--- src/rtl/div_pkg.sv ---
// Shared definitions for the sequential divider: default widths, FSM encoding
// and two's-complement sign helpers also used by the multiplier.
package div_pkg;

    localparam int DIV_WIDTH = 32;
    localparam int DIV_CNT_W = 6;

    typedef enum logic [1:0] {
        IDLE = 2'd0,
        CALC = 2'd1,
        FIX  = 2'd2
    } div_state_t;

    function automatic logic [DIV_WIDTH-1:0] twos_neg(input logic [DIV_WIDTH-1:0] v);
        return ~v + 1'b1;
    endfunction

    // abs(0x80000000) stays 0x80000000, which reads correctly as unsigned 2^31.
    function automatic logic [DIV_WIDTH-1:0] abs_val(input logic [DIV_WIDTH-1:0] v);
        return v[DIV_WIDTH-1] ? twos_neg(v) : v;
    endfunction

endpackage

--- src/rtl/div_restore_step.sv ---
// One combinational restoring-division iteration on unsigned magnitudes.
module div_restore_step #(
    parameter int WIDTH = 32
) (
    input  logic [WIDTH-1:0] rem,
    input  logic [WIDTH-1:0] quo,
    input  logic [WIDTH-1:0] divisor,
    output logic [WIDTH-1:0] next_rem,
    output logic [WIDTH-1:0] next_quo
);

    logic [WIDTH:0] shifted;
    logic           ge;

    assign shifted  = {rem, quo[WIDTH-1]};
    assign ge       = shifted >= {1'b0, divisor};
    // The partial remainder stays below the divisor, so the difference fits WIDTH bits.
    assign next_rem = ge ? (shifted[WIDTH-1:0] - divisor) : shifted[WIDTH-1:0];
    assign next_quo = {quo[WIDTH-2:0], ge};

endmodule

--- src/rtl/seq_divider.sv ---
// Multi-cycle signed divider: Lo = quotient (truncated toward zero),
// Hi = remainder (sign of dividend), divide-by-zero flagged with done.
//
// state | meaning
// IDLE  | waiting for divControl; Hi/Lo hold the last result
// CALC  | one restoring step per clock, WIDTH steps
// FIX   | apply signs and write Hi/Lo, pulse done
module seq_divider
    import div_pkg::*;
#(
    parameter int WIDTH = DIV_WIDTH,
    parameter int CNT_W = DIV_CNT_W
) (
    input  logic             clk,
    input  logic             reset,
    input  logic             divControl,
    input  logic [WIDTH-1:0] a,
    input  logic [WIDTH-1:0] b,
    output logic [WIDTH-1:0] Hi,
    output logic [WIDTH-1:0] Lo,
    output logic             busy,
    output logic             done,
    output logic             divZero
);

    div_state_t       state, state_n;
    logic [CNT_W-1:0] cnt, cnt_n;
    logic             sa, sa_n, sb, sb_n;
    logic [WIDTH-1:0] rem, rem_n, quo, quo_n, dvsr, dvsr_n;
    logic [WIDTH-1:0] hi_n, lo_n;
    logic             busy_n, done_n, dz_n;
    logic [WIDTH-1:0] rem_step, quo_step;

    div_restore_step #(.WIDTH(WIDTH)) u_step (
        .rem      (rem),
        .quo      (quo),
        .divisor  (dvsr),
        .next_rem (rem_step),
        .next_quo (quo_step)
    );

    always_ff @(posedge clk or posedge reset) begin
        if (reset) begin
            state   <= IDLE;
            cnt     <= '0;
            sa      <= 1'b0;
            sb      <= 1'b0;
            rem     <= '0;
            quo     <= '0;
            dvsr    <= '0;
            Hi      <= '0;
            Lo      <= '0;
            busy    <= 1'b0;
            done    <= 1'b0;
            divZero <= 1'b0;
        end else begin
            state   <= state_n;
            cnt     <= cnt_n;
            sa      <= sa_n;
            sb      <= sb_n;
            rem     <= rem_n;
            quo     <= quo_n;
            dvsr    <= dvsr_n;
            Hi      <= hi_n;
            Lo      <= lo_n;
            busy    <= busy_n;
            done    <= done_n;
            divZero <= dz_n;
        end
    end

    always_comb begin
        state_n = state;
        cnt_n   = cnt;
        sa_n    = sa;
        sb_n    = sb;
        rem_n   = rem;
        quo_n   = quo;
        dvsr_n  = dvsr;
        hi_n    = Hi;
        lo_n    = Lo;
        busy_n  = busy;
        done_n  = 1'b0;
        dz_n    = 1'b0;

        // A start strobe wins in every state, so a busy divider simply restarts.
        if (divControl) begin
            if (b == '0) begin
                state_n = IDLE;
                busy_n  = 1'b0;
                done_n  = 1'b1;
                dz_n    = 1'b1;
            end else begin
                sa_n    = a[WIDTH-1];
                sb_n    = b[WIDTH-1];
                quo_n   = abs_val(a);
                dvsr_n  = abs_val(b);
                rem_n   = '0;
                cnt_n   = CNT_W'(WIDTH);
                busy_n  = 1'b1;
                state_n = CALC;
            end
        end else begin
            case (state)
                CALC: begin
                    rem_n = rem_step;
                    quo_n = quo_step;
                    cnt_n = cnt - 1'b1;
                    if (cnt == CNT_W'(1)) state_n = FIX;
                end
                FIX: begin
                    lo_n    = (sa ^ sb) ? twos_neg(quo) : quo;
                    hi_n    = sa ? twos_neg(rem) : rem;
                    busy_n  = 1'b0;
                    done_n  = 1'b1;
                    state_n = IDLE;
                end
                default: ;
            endcase
        end
    end

endmodule

--- config.mk ---
export PLATFORM = sky130hd
export DESIGN_NAME = seq_divider
export DESIGN_NICKNAME = d
export VERILOG_FILES = /design/src/rtl/div_pkg.sv /design/src/rtl/div_restore_step.sv /design/src/rtl/seq_divider.sv
export SDC_FILE = /design/constraint.sdc
export NUM_CORES = 1
export LEC_CHECK = 0
export BUFFER_PORTS_ARGS = -buffer_cell sky130_fd_sc_hd__buf_4
export CAP_MARGIN = 20
export CORE_MARGIN = 4
export CORE_UTILIZATION = 55
export CTS_CLUSTER_DIAMETER = 200
export CTS_CLUSTER_SIZE = 40
export DETAILED_ROUTE_END_ITERATION = 6
export PLACE_DENSITY = 0.76
export SYNTH_ARGS = -nofsm -noshare
export SYNTH_HDL_FRONTEND = slang
export SYNTH_SLANG_ARGS = --single-unit
--- constraint.sdc ---
create_clock -name clk -period 13.25 [get_ports clk]
set_input_delay 0.6625 -clock clk [delete_from_list [all_inputs] [get_ports clk]]
set_output_delay 0.6625 -clock clk [all_outputs]
set_load 0.01 [all_outputs]
Word level (Yosys, flattened, before mapping):

Cells that the tools add are included.

* add/sub/neg operators: 6
* bitwise logic cells: 7
* magnitude comparators: 1
* eq/ne operators: 5
* reductions and logical operators: 8
* muxes and demuxes: 25

Operators with widths (count)
* two-way mux 32 bit: 11
* adder 32 x 1 -> 32 bit (second input constant): 4
* inverter 32 bit: 4
* >= comparator 33 x 32 -> 1 bit: 1
* zero test 32 bit: 1
* subtractor 32 bit: 1
* two-way mux 6 bit: 3
* two-way mux 1 bit: 8
* AND reduction 2 bit: 4
* == test 6 x 1 -> 1 bit (second input constant): 1
* subtractor 6 x 1 -> 6 bit (second input constant): 1
* two-way mux 2 bit: 2
* one-hot mux 2 bit (2 select lines): 1
* nonzero test 2 bit: 2
* inequality test 3 bit (second input constant): 1
* nonzero test 3 bit: 1
* == test 2 x 1 -> 1 bit (second input constant): 1
* == test 2 bit (second input constant): 1
* inequality test 2 bit (second input constant): 1
* inverter 1 bit: 2
* XOR 1 bit: 1

* bits of input ports: 67
* register bits: 173

Logic depth before layout (Yosys ltp):

* word-level depth: 5
* mapped depth: 13

Modules after synthesis:

Synthesis repeated with hierarchy kept, for this count alone.

* cells, all modules: 1451
* area, all modules: 12399.4 um2

By module, submodules not included
* seq_divider: area an instance 9679.3 um2, instances 1, cells each 1091
* div_restore_step: area an instance 2720.1 um2, instances 1, cells each 360

Worst setup path after synthesis:

Ideal clock, no wire load.

* kind: input to register
* start: input port a[8]
* end: register quo[30]
* setup slack: 10177 ps
* cell stages on the path: 9
* setup time: 127 ps
* arrival: 2946 ps
* path through: or4_4 > or4_4 > or3_4 > nand2b_4 > nand2b_4 > nand2b_4 > o41ai_4 > xor2_1 > o21ai_1

* longest elaborated chain between the ends: 5

RTL lines
* start, declared: line seq_divider.sv:17 `input logic [WIDTH-1:0] a,`
* inverter 32 bit: line div_pkg.sv:15 `return ~v + 1'b1;`
* adder 32 x 1 -> 32 bit: line div_pkg.sv:15
* two-way mux 32 bit: line div_pkg.sv:20 `return v[DIV_WIDTH-1] ? twos_neg(v) : v;`
* two-way mux 32 bit: line seq_divider.sv:88 `if (b == '0) begin`
* two-way mux 32 bit: line seq_divider.sv:87 `if (divControl) begin`
* end signal, assigned: line seq_divider.sv:62 `quo <= quo_n;`
* end, declared: line seq_divider.sv:29 `logic [WIDTH-1:0] rem, rem_n, quo, quo_n, dvsr, dvsr_n;`

Every way passes these cells. The select of a mux whose other input is x is not followed.
A chain may end at the register's enable or synchronous reset.

Worst setup path after layout:

* start: register rem[9]
* end: register rem[25]

* longest elaborated chain between the ends: 4
* elaborated cells on any way between the ends: 5
* those cells by class: add/sub (1); order compare (1); mux (3)

RTL lines
* start, declared: line seq_divider.sv:29
* start signal, assigned: line seq_divider.sv:61 `rem <= rem_n;`
* subtractor 32 bit or >= comparator 33 x 32 -> 1 bit (tied branches): line div_restore_step.sv:18, div_restore_step.sv:16
* two-way mux 32 bit (*): line div_restore_step.sv:18 `assign next_rem = ge ? (shifted[WIDTH-1:0] - divisor) : shifted[WIDTH-1:0];`
* two-way mux 32 bit (*): line seq_divider.sv:104 `case (state)`
* two-way mux 32 bit (*): line seq_divider.sv:87

Every way passes the cells marked *; elsewhere a longest branch is shown, timed or not. The select of a mux whose other input is x is not followed.

==> flow_summary.ini <==
[floorplanning]
die_w_um = 150
rows = 51
die_area_um2 = 22400
initial_core_util_pct = 56.4
coreArea_um2 = 19600
io_pins = 134
fp.dieH_um = 150

[status]
status = finished clean

[worst_setup_path]
rr_worst_depth = 11
end_kind = register
cpLargestDelayFamily = compound AO/OA/AOI/OAI gates
critical_path_class = register to register
cp.required_ps = 13520
reg2reg_from = rem[9]
reg2reg_slack_ps = 9350
critPathArrivalTime_ps = 4160
cpMostUsedCell = a21oi_1
worstPathMaxFanout = 51
worstSetupStartpointType = register
slowest_stage = a211oi_1
critPathBufInv = 1
max_stage_delay_ps = 640
path_cells = ha_1 -> a211o_1 -> a21oi_1 -> o21ai_0 -> a211oi_1 -> a21oi_1 -> o21ai_4 -> buf_4 -> nor3_1 -> a21oi_1 -> o21ai_0
r2r_end = rem[25]

[layout]
antennaDiodeCount = 0
fin_nets = 1486
drive_gt1_share_pct = 14.4
area_growth_pct = 16.1
final_common_cell = nand2_1
stdcell_area_um2 = 12800
final_cell_mix = nand2_1, o21ai_0, dfrtp_1
fill_cells = 1678

[sta]
timing.setup.tns_ps = 0
finalCritPeriodShare_pct = 29.4
relSlewSlack_pct = 30.8
postLayoutSetupSlackWorst_ps = 9350
finalSetupViolCount = 0
hold_violations = 0
rsz0062_at_grt = false
worst_pin_slew_ps = 1040
fmaxAchievable_mhz = 257
final-max-slew-violation-count = 0
clock-skew-final_ps = 17.0
layout_min_cycle_time_ps = 3900
worst_hold_slack_ps = 395

[run]
cap_violations = 0

[grt]
met3_usage_pct = 2.97
grt_overflow_total = 0
antenna_found_initial = 0
grt_max_degree = 117
grt_pass1_wl_mm = 44.3
grt_pass1_vias = 8798
grt_use_total_pct = 24.2
grtUsageMet2_pct = 36.4
met1_usage_pct = 37.0
grt_busiest_layer = met1

[placed_design]
io_buffers = 133
postPlaceCellArea_um2 = 12200
hpwlAfterDp_mm = 19.5
post-place-ws_ps = 9100
place_congestion = 0.926

[cts]
clk_pin_slew_worst_paths_ps = 70
root_buffer = clkbuf_16
worst_skew_pair.late_latency_ps = 440
numCtsBuffers = 17
cts.sinks = 173
cts_setup_buffers = 0
cts_buffer_depth = 2
htree_levels = 4
cts_tree = done
hold_buffers = 0
post_cts_resized = 0

[route]
drt-vias-per-instance = 5.72
wl_per_cell_um = 16.2
ant_nets = 0
vias = 9483
drtPass1Iterations = 5
drcViolationCount = 0
drt-initial-drc-count = 653
wirelength_mm = 26.8

[power_and_ir_drop]
leakagePower_nw = 5.88
irDropWorstVdd_mv = 0.0832
power_density_nw_per_um2 = 124

[logic_synthesis]
synth_fp_nets = 1398
syn_area_um2 = 11000
postSynthCellCount = 1292
avgSynthCellArea_um2 = 8.55
ys.flop_type = dfrtp_1
yosys_warnings = 0
ys_async_sr_fraction_pct = 100
synth-seq-cells = 173
yosysUniqueCellTypes = 68
synth-edff-count = 0
synth_seq_area_share_pct = 39.2

[min_path]
hold_path.class = input port to asynchronous set/reset pin
-- worst max path at each step --
stage	startpoint	end	slack, ps	depth (start not counted)
6_report	rem[9]	rem[25]	9350	11
5_1_grt	rem[9]	rem[24]	9060	11
4_1_cts	rem[9]	rem[25]	9370	11
3_5_place_dp	b[4]	rem[27]	9100	11
3_3_place_gp	b[4]	rem[27]	9180	11
2_1_floorplan	reset	Hi[0]	7900	1
-- stage by stage --
step           utilization [%]  cells  power [mW]
6_report                  65.4   1657        1.59
5_1_grt                   65.4   1657        1.68
4_1_cts                   65.2   1654        1.59
3_5_place_dp              62.1   1623        1.07
3_3_place_gp              62.1   1623        1.06
2_1_floorplan                -   1292       0.917
-- cells in the mapped netlist (all sizes together) (2+ instances only) --
cell type,number,area (µm²)
and4,3,26.3
a21oi,64,320
a221o,16,160
nor2,61,236
a21o,7,52.6
a31oi,7,43.8
nand4,11,68.8
mux2i,9,90.1
nand3b,3,22.5
or3,12,80.1
xor2,92,806
a32oi,2,17.5
o31ai,28,210
buf,16,83.8
or4,17,139
nor2b,8,50.1
a21boi,2,15.0
o21bai,2,15.0
o211ai,2,15.0
o21a,7,52.6
a211o,2,17.5
o21ai,196,981
nand2b,14,110
a211oi,4,30.0
nand2,198,743
and3,4,25.0
dfrtp,173,4330
inv,52,195
a22oi,17,128
clkbuf,59,221
nor4,9,77.6
a22o,3,26.3
nand4b,2,17.5
and2,2,12.5
o221ai,2,17.5
a311oi,2,17.5
o41ai,16,159
or2,6,37.5
nor3,24,125
ha,38,475
nand3,28,145
xnor2,57,499
o31a,2,17.5
-- report_power, final --
part	internal, mW	switching, mW
Combinational	0.182	0.223
Clock	0.300	0.225
Sequential	0.596	0.0633
Total	1.08	0.511
-- metal layers --
layer	part of all wire [%]	vias up
met4	1.5	0
met1	49	4441
li1	-	4739
met3	5.3	33
met5	0	-
met2	44	270
-- sequential cells by signal (all words and copies together) (netlist names), 2 cells and up --
register and flops:
Hi 32, Lo 32, cnt 6, dvsr 32
quo 32, rem 32, state 2
-- cell type report --
type,count,area (µm²),area share (%)
multi-input cells,992,6240,48.7
flip-flops and latches,173,4330,33.8
repair buffers,144,1110,8.65
clock buffers,17,425,3.32
well taps,265,332,2.59
inverters,52,200,1.56
clock inverters,14,181,1.42
-- logic make-up after synthesis --
family	after synthesis	share of synthesized area [%]
compound gates	387	21.3
xor+xnor	149	11.8
fa+ha+maj	39	4.49
buf+inv	127	4.53
flops	173	39.2
mux	9	0.816
simple gates	408	17.8
No activity file was read; power rests on OpenSTA's default activity.
